### config.mk
export PLATFORM = sky130hd
export DESIGN_NAME = param_seq_detector
export DESIGN_NICKNAME = d
export VERILOG_FILES = /design/src/rtl/seq_det_pkg.sv /design/src/rtl/sat_counter.sv /design/src/rtl/param_seq_detector.sv
export SDC_FILE = /design/constraint.sdc
export NUM_CORES = 1
export LEC_CHECK = 0
export CORE_ASPECT_RATIO = 1.1
export CORE_MARGIN = 1
export CORE_UTILIZATION = 40
export DETAILED_ROUTE_END_ITERATION = 7
export REMOVE_ABC_BUFFERS = 1
export SLEW_MARGIN = 20
export SYNTH_ARGS = -nofsm -noshare
export SYNTH_HDL_FRONTEND = slang
export SYNTH_SLANG_ARGS = --single-unit
### constraint.sdc
create_clock -name clk -period 4.5 [get_ports clk]
set_clock_uncertainty 0.05 [all_clocks]
set_input_delay 0.9 -clock clk [delete_from_list [all_inputs] [get_ports clk]]
set_output_delay 0.9 -clock clk [all_outputs]
set_load 0.05 [all_outputs]
### src/rtl/seq_det_pkg.sv
// seq_det_pkg
//   Shared definitions for the parametrised serial sequence detector:
//   the detector state encoding and a constant-evaluable clog2 helper
//   used to size the pattern-length field.
package seq_det_pkg;

   // Detector states: no configuration, collecting bits, history full.
   typedef enum logic [1:0] {
      IDLE  = 2'b00,
      FILL  = 2'b01,
      ARMED = 2'b10
   } state_t;

   // Number of bits needed to represent values 0 .. value-1.
   function automatic int clog2(input int value);
      int result;
      result = 0;
      for (int i = 0; i < 31; i++) begin
         if ((32'sd1 <<< i) < value) begin
            result = i + 1;
         end
      end
      return result;
   endfunction

endpackage

### src/rtl/sat_counter.sv
// sat_counter
//   W-bit up counter that sticks at all-ones instead of wrapping.
//   Ports:
//     clk   - clock, all logic on posedge
//     reset - asynchronous active-low reset, clears q
//     inc   - add one this cycle (ignored once saturated)
//     clr   - synchronous clear, has priority over inc
//     q     - registered count
module sat_counter #(
   parameter int W = 8
) (
   input  logic         clk,
   input  logic         reset,
   input  logic         inc,
   input  logic         clr,
   output logic [W-1:0] q
);

   // Count register: clear wins, then increment unless already at the top.
   always_ff @(posedge clk or negedge reset) begin
      if (!reset) begin
         q <= {W{1'b0}};
      end else if (clr) begin
         q <= {W{1'b0}};
      end else if (inc && (q != {W{1'b1}})) begin
         q <= q + W'(1'b1);
      end else begin
         q <= q;
      end
   end

endmodule

### src/rtl/param_seq_detector.sv
// param_seq_detector
//   Moore-style serial detector for a runtime-loaded pattern of 1..MAX_LEN
//   bits with selectable overlapping / non-overlapping matching and a
//   saturating match counter.
//   Ports:
//     clk          - clock, all logic on posedge
//     reset        - asynchronous active-low reset
//     a, a_valid   - serial bit and its qualifier
//     cfg_load     - one-cycle strobe latching cfg_pattern/cfg_len/cfg_overlap
//     cfg_pattern  - pattern, bit cfg_len-1 is the first bit expected
//     cfg_len      - pattern length (0 disables, >MAX_LEN clamps)
//     cfg_overlap  - 1 = overlapping matches allowed
//     w            - registered single-cycle match pulse
//     match_count  - saturating match count since reset or load
//     armed        - history holds at least len counted bits
module param_seq_detector
   import seq_det_pkg::*;
#(
   parameter  int MAX_LEN = 8,
   parameter  int CNT_W   = 8,
   localparam int LEN_W   = clog2(MAX_LEN + 1)
) (
   input  logic               clk,
   input  logic               reset,
   input  logic               a,
   input  logic               a_valid,
   input  logic               cfg_load,
   input  logic [MAX_LEN-1:0] cfg_pattern,
   input  logic [LEN_W-1:0]   cfg_len,
   input  logic               cfg_overlap,
   output logic               w,
   output logic [CNT_W-1:0]   match_count,
   output logic               armed
);

   state_t             state_r;
   state_t             state_nxt_s;
   logic [MAX_LEN-1:0] hist_r;
   logic [MAX_LEN-1:0] pat_r;
   logic [LEN_W-1:0]   len_r;
   logic [LEN_W-1:0]   fill_r;
   logic               ovl_r;
   logic               w_r;
   logic               armed_r;

   logic [LEN_W-1:0]   len_clamp_s;
   logic               accept_s;
   logic [MAX_LEN-1:0] hist_nxt_s;
   logic [LEN_W-1:0]   fill_inc_s;
   logic [MAX_LEN-1:0] mask_s;
   logic               match_s;
   logic               w_nxt_s;
   logic               armed_nxt_s;

   // Datapath decode: accepted bit, updated history, fill count and compare.
   // The compare looks at the updated history so the filling bit can match.
   always_comb begin
      len_clamp_s = (cfg_len > LEN_W'(MAX_LEN)) ? LEN_W'(MAX_LEN) : cfg_len;
      accept_s    = a_valid && !cfg_load && ((state_r == FILL) || (state_r == ARMED));
      hist_nxt_s  = {hist_r[MAX_LEN-2:0], a};
      if (fill_r >= len_r) begin
         fill_inc_s = len_r;
      end else begin
         fill_inc_s = fill_r + LEN_W'(1'b1);
      end
      mask_s = {MAX_LEN{1'b0}};
      for (int i = 0; i < MAX_LEN; i++) begin
         mask_s[i] = (LEN_W'(i) < len_r);
      end
      match_s = accept_s && (fill_inc_s >= len_r) &&
                (((hist_nxt_s ^ pat_r) & mask_s) == {MAX_LEN{1'b0}});
   end

   // Next-state logic; a load overrides everything else that cycle.
   always_comb begin
      state_nxt_s = state_r;
      if (cfg_load) begin
         if (len_clamp_s == {LEN_W{1'b0}}) begin
            state_nxt_s = IDLE;
         end else begin
            state_nxt_s = FILL;
         end
      end else begin
         case (state_r)
            IDLE: state_nxt_s = IDLE;
            FILL, ARMED: begin
               if (!accept_s) begin
                  state_nxt_s = state_r;
               end else if (match_s && !ovl_r) begin
                  state_nxt_s = FILL;
               end else if (fill_inc_s >= len_r) begin
                  state_nxt_s = ARMED;
               end else begin
                  state_nxt_s = FILL;
               end
            end
            default: state_nxt_s = IDLE;
         endcase
      end
   end

   // Output decode, registered alongside the state so outputs are flops.
   always_comb begin
      w_nxt_s     = match_s;
      armed_nxt_s = (state_nxt_s == ARMED);
   end

   // State, configuration, history and output registers.
   always_ff @(posedge clk or negedge reset) begin
      if (!reset) begin
         state_r <= IDLE;
         hist_r  <= {MAX_LEN{1'b0}};
         pat_r   <= {MAX_LEN{1'b0}};
         len_r   <= {LEN_W{1'b0}};
         fill_r  <= {LEN_W{1'b0}};
         ovl_r   <= 1'b0;
         w_r     <= 1'b0;
         armed_r <= 1'b0;
      end else begin
         state_r <= state_nxt_s;
         w_r     <= w_nxt_s;
         armed_r <= armed_nxt_s;
         if (cfg_load) begin
            hist_r <= {MAX_LEN{1'b0}};
            pat_r  <= cfg_pattern;
            len_r  <= len_clamp_s;
            fill_r <= {LEN_W{1'b0}};
            ovl_r  <= cfg_overlap;
         end else if (accept_s) begin
            hist_r <= hist_nxt_s;
            // Non-overlapping: keep the history bits but stop counting them.
            fill_r <= (match_s && !ovl_r) ? {LEN_W{1'b0}} : fill_inc_s;
         end else begin
            hist_r <= hist_r;
            fill_r <= fill_r;
         end
      end
   end

   sat_counter #(
      .W (CNT_W)
   ) u_match_cnt (
      .clk   (clk),
      .reset (reset),
      .inc   (match_s),
      .clr   (cfg_load),
      .q     (match_count)
   );

   assign w     = w_r;
   assign armed = armed_r;

endmodule

==> impl_results.html <==
<table>
<tr><th>Metric</th><th>Value</th></tr>
<tr><th colspan="2">Run status</th></tr>
<tr><td>Outcome</td><td>complete, no violations</td></tr>
<tr><th colspan="2">Clocking</th></tr>
<tr><td>Clock Sink Count</td><td>36</td></tr>
<tr><td>H-Tree Depth</td><td>2</td></tr>
<tr><td>Number of post-CTS setup repair buffers</td><td>0</td></tr>
<tr><td>Maximum root-to-sink buffer count</td><td>2</td></tr>
<tr><td>Resized cells post-CTS</td><td>0</td></tr>
<tr><td>Buffer type at the clock tree root</td><td>sky130_fd_sc_hd__clkbuf_8</td></tr>
<tr><td>Worst-skew pair later-pin latency</td><td>290 ps</td></tr>
<tr><td>Post-CTS clock slew at the launch and capture registers of the worst setup and hold paths</td><td>70 ps</td></tr>
<tr><td>Hold buffer count at CTS</td><td>0</td></tr>
<tr><td>CTS tree</td><td>yes</td></tr>
<tr><td>Clock buffers created by TritonCTS</td><td>5</td></tr>
<tr><th colspan="2">Global routing</th></tr>
<tr><td>Initial antenna violation count</td><td>0</td></tr>
<tr><td>Met3 Usage GRT</td><td>4.85%</td></tr>
<tr><td>Via count of the first global-routing pass</td><td>1477</td></tr>
<tr><td>Global-route wire length before repair</td><td>7140 µm</td></tr>
<tr><td>Maximum number of pins on one net before global-route repair</td><td>38</td></tr>
<tr><td>GR Overflow Total</td><td>0</td></tr>
<tr><td>Busiest grt layer</td><td>met2</td></tr>
<tr><td>Met1 usage in global routing</td><td>25.4%</td></tr>
<tr><td>Global-route total usage across every layer</td><td>19.3%</td></tr>
<tr><td>GR Util met2</td><td>30.4%</td></tr>
<tr><th colspan="2">Critical path</th></tr>
<tr><td>Setup Crit Path Kind</td><td>register to register</td></tr>
<tr><td>Sort of element at the end of the critical path</td><td>register</td></tr>
<tr><td>R2R Path Start</td><td>len_r[1]</td></tr>
<tr><td>Critical path required time</td><td>4670 ps</td></tr>
<tr><td>Logic depth of the worst register-to-register path</td><td>11</td></tr>
<tr><td>Slack of the worst reg-to-reg path</td><td>870 ps</td></tr>
<tr><td>Startpoint type of the worst setup path</td><td>register</td></tr>
<tr><td>RR Endpoint</td><td>u_match_cnt.q[5]</td></tr>
<tr><td>Largest fanout on the critical path</td><td>14</td></tr>
<tr><td>Worst path arrival time</td><td>3800 ps</td></tr>
<tr><th colspan="2">Route</th></tr>
<tr><td>Detailed-router iteration count before antenna repair</td><td>4</td></tr>
<tr><td>First DRT Iteration DRCs</td><td>111</td></tr>
<tr><td>DRC violation count after routing</td><td>0</td></tr>
<tr><td>Wire per inst</td><td>15.3 µm</td></tr>
<tr><td>Final WL</td><td>4250 µm</td></tr>
<tr><td>Detail-routed via count per cell</td><td>5.52</td></tr>
<tr><td>Antenna viol nets, final</td><td>0</td></tr>
<tr><td>Vias</td><td>1535</td></tr>
<tr><th colspan="2">Timing</th></tr>
<tr><td>Shortest period the worst path allows</td><td>3630 ps</td></tr>
<tr><td>Period utilisation layout</td><td>80.7%</td></tr>
<tr><td>Setup violation total in the final timing report</td><td>0</td></tr>
<tr><td>Max Clk Rate</td><td>276 MHz</td></tr>
<tr><td>Remaining max-slew budget at the tightest pin</td><td>57.8%</td></tr>
<tr><td>Unrepaired setup endpoints after global routing</td><td>false</td></tr>
<tr><td>Number of pins exceeding their max-slew limit in the final report</td><td>0</td></tr>
<tr><td>Total negative slack for setup checks</td><td>0 ps</td></tr>
<tr><td>Worst hold slack</td><td>479 ps</td></tr>
<tr><td>Worst slew pin tran</td><td>616 ps</td></tr>
<tr><td>Count of final hold-check violations</td><td>0</td></tr>
<tr><th colspan="2">Synth</th></tr>
<tr><td>Most area-hungry cell type in the Yosys netlist</td><td>sky130_fd_sc_hd__dfrtp_1</td></tr>
<tr><td>Synth Register Bits</td><td>36</td></tr>
<tr><td>Number of enable-type register cells in the synthesized netlist</td><td>0</td></tr>
<tr><td>Seq/Total Area, Yosys</td><td>46.6%</td></tr>
<tr><td>Synth async-reset ratio</td><td>100%</td></tr>
<tr><td>Count of yosys warnings during synthesis</td><td>0</td></tr>
<tr><td>Post-Syn Instances</td><td>191</td></tr>
<tr><td>Top flip-flop cell by instance count after synthesis</td><td>sky130_fd_sc_hd__dfrtp_1</td></tr>
<tr><td>Syn avg cell area</td><td>10.1 µm²</td></tr>
<tr><td>Most frequent cell after synthesis</td><td>sky130_fd_sc_hd__dfrtp_1</td></tr>
<tr><td>Netlist area before placement</td><td>1930 µm²</td></tr>
<tr><td>Biggest area contributors in the synthesized netlist</td><td>sky130_fd_sc_hd__dfrtp_1 (47%), sky130_fd_sc_hd__ha_1 (6.5%), sky130_fd_sc_hd__mux2_2 (5.8%)</td></tr>
<tr><td>Number of different library cells in the post-synthesis netlist</td><td>37</td></tr>
<tr><td>Most frequent cells after synthesis</td><td>sky130_fd_sc_hd__dfrtp_1 (36), sky130_fd_sc_hd__nand2_1 (18), sky130_fd_sc_hd__o21ai_0 (16), sky130_fd_sc_hd__a21oi_1 (12)</td></tr>
<tr><td>Area share of the largest cell type after synthesis</td><td>46.6%</td></tr>
<tr><th colspan="2">Place</th></tr>
<tr><td>Instance area at placement</td><td>2260 µm²</td></tr>
<tr><td>Buffers on Ports</td><td>27</td></tr>
<tr><td>Routability congestion estimate</td><td>0.789</td></tr>
<tr><td>Placed wire-length estimate</td><td>3060 µm</td></tr>
<tr><th colspan="2">Finish</th></tr>
<tr><td>Layout cell share with drive strength beyond 1</td><td>11.7%</td></tr>
<tr><td>Number of diodes added for antenna fixing</td><td>0</td></tr>
<tr><td>Area Growth Syn to Fin</td><td>25.2%</td></tr>
<tr><td>Final Cell Area</td><td>2420 µm²</td></tr>
<tr><td>Final-layout fill cell count</td><td>433</td></tr>
<tr><td>Number of nets in the layout</td><td>249</td></tr>
<tr><td>Final standard cell utilization of the core</td><td>52.0%</td></tr>
<tr><th colspan="2">Worst hold path</th></tr>
<tr><td>Path category of the worst min-delay check</td><td>register to register</td></tr>
<tr><td>Beginning of the worst hold path</td><td>state_r[0]</td></tr>
<tr><td>WHS Path Cells</td><td>1</td></tr>
<tr><td>Sink of the worst hold path</td><td>state_r[1]</td></tr>
<tr><th colspan="2">Floorplan</th></tr>
<tr><td>Initial Utilization</td><td>41.6%</td></tr>
<tr><td>Full die area</td><td>5110 µm²</td></tr>
<tr><td>Die X</td><td>68.3 µm</td></tr>
<tr><td>Number of placement rows</td><td>26</td></tr>
<tr><td>Number of placed I/O pins</td><td>28</td></tr>
<tr><td>Vertical extent of the die</td><td>74.9 µm</td></tr>
<tr><td>Placeable core region</td><td>4650 µm²</td></tr>
<tr><th colspan="2">Power</th></tr>
<tr><td>Leakage power of the design</td><td>0.983 nW</td></tr>
<tr><td>Total power</td><td>1.20 mW</td></tr>
<tr><td>Power per unit of standard cell area</td><td>498 nW/µm²</td></tr>
<tr><td>Max IR drop VDD</td><td>0.185 mV</td></tr>
<tr><th colspan="2">Run</th></tr>
<tr><td>MaxCap Viol Count</td><td>0</td></tr>
</table>
==> state kept, by name, indices dropped and copies added (netlist names) <==
| name | count |
|---|---|
| w | 1 |
| armed | 1 |
| len_r | 4 |
| pat_r | 8 |
| ovl_r | 1 |
| state_r | 2 |
| hist_r | 7 |
| u_match_cnt.q | 8 |
| fill_r | 4 |
==> metrics by stage <==
stage          std cells  setup slack [ps]
3_3_place_gp         270              1020
6_report             278               871
4_1_cts              278               863
3_5_place_dp         270               890
2_1_floorplan        184              1240
5_1_grt              278               530
==> layout make-up <==
type	count	area [µm²]	share of cell area (%)
multi-input cells	139	965	39.8
flip-flops and latches	36	901	37.2
repair buffers	30	293	12.1
clock inverters	3	90.1	3.72
well taps	56	70.1	2.89
clock buffers	5	68.8	2.84
inverters	9	33.8	1.40
==> worst max path at each step <==
stage,startpoint,to,cells past startpoint
after floorplan,len_r[0],u_match_cnt.q[5],11
after CTS,len_r[1],u_match_cnt.q[5],11
after global routing,len_r[1],u_match_cnt.q[5],11
after detailed placement,len_r[1],u_match_cnt.q[5],11
after global placement,len_r[1],u_match_cnt.q[5],11
final,len_r[1],u_match_cnt.q[5],11
==> cell usage in the layout, fill, tap and decap left out, types with 3 or more instances in the layout <==
cell,n
sky130_fd_sc_hd__clkbuf_8,5
sky130_fd_sc_hd__or3_1,4
sky130_fd_sc_hd__clkdlybuf4s50_1,27
sky130_fd_sc_hd__nand2_1,18
sky130_fd_sc_hd__a21oi_1,12
sky130_fd_sc_hd__buf_4,3
sky130_fd_sc_hd__xnor2_1,10
sky130_fd_sc_hd__inv_1,9
sky130_fd_sc_hd__nand2b_1,9
sky130_fd_sc_hd__nand3_1,6
sky130_fd_sc_hd__ha_1,10
sky130_fd_sc_hd__a32o_1,3
sky130_fd_sc_hd__o22ai_1,4
sky130_fd_sc_hd__o21ai_0,16
sky130_fd_sc_hd__nor2_1,9
sky130_fd_sc_hd__mux2_2,10
sky130_fd_sc_hd__dfrtp_1,36
sky130_fd_sc_hd__bufinv_16,3
==> cell families after synthesis <==
| kind of cell | share of synthesized area (%) |
|---|---|
| AO/OA/AOI/OAI | 15.5 |
| XOR/XNOR | 5.44 |
| adder cells (fa/ha/maj) | 6.47 |
| buffers and inverters | 3.49 |
| flip-flops | 46.6 |
| multiplexers | 6.34 |
| AND/OR/NAND/NOR | 16.2 |
==> critical path: stages, from the launching register on <==
cell	delay [ps]
sky130_fd_sc_hd__dfrtp_1	460
sky130_fd_sc_hd__inv_1	120
sky130_fd_sc_hd__ha_1	300
sky130_fd_sc_hd__a21oi_1	60
sky130_fd_sc_hd__o21ai_1	370
sky130_fd_sc_hd__mux2_2	400
sky130_fd_sc_hd__ha_1	270
sky130_fd_sc_hd__a2111oi_0	120
sky130_fd_sc_hd__nor3b_1	340
sky130_fd_sc_hd__nand4_2	340
sky130_fd_sc_hd__or4_1	560
sky130_fd_sc_hd__a21oi_1	150
==> per-layer routing <==
| layer | vias up | part of all wire [%] |
|---|---|---|
| met4 | 0 | 1.6 |
| met3 | 7 | 3.2 |
| met5 | - | 0 |
| met2 | 25 | 49 |
| met1 | 756 | 46 |
| li1 | 747 | - |
==> where the power goes <==
group	leakage [nW]	internal, mW	switching (mW)
clock network	0.0784	0.277	0.123
registers	0.471	0.367	0.0461
logic	0.434	0.173	0.218
total	0.983	0.818	0.387
(Power assumes the default switching activity.)
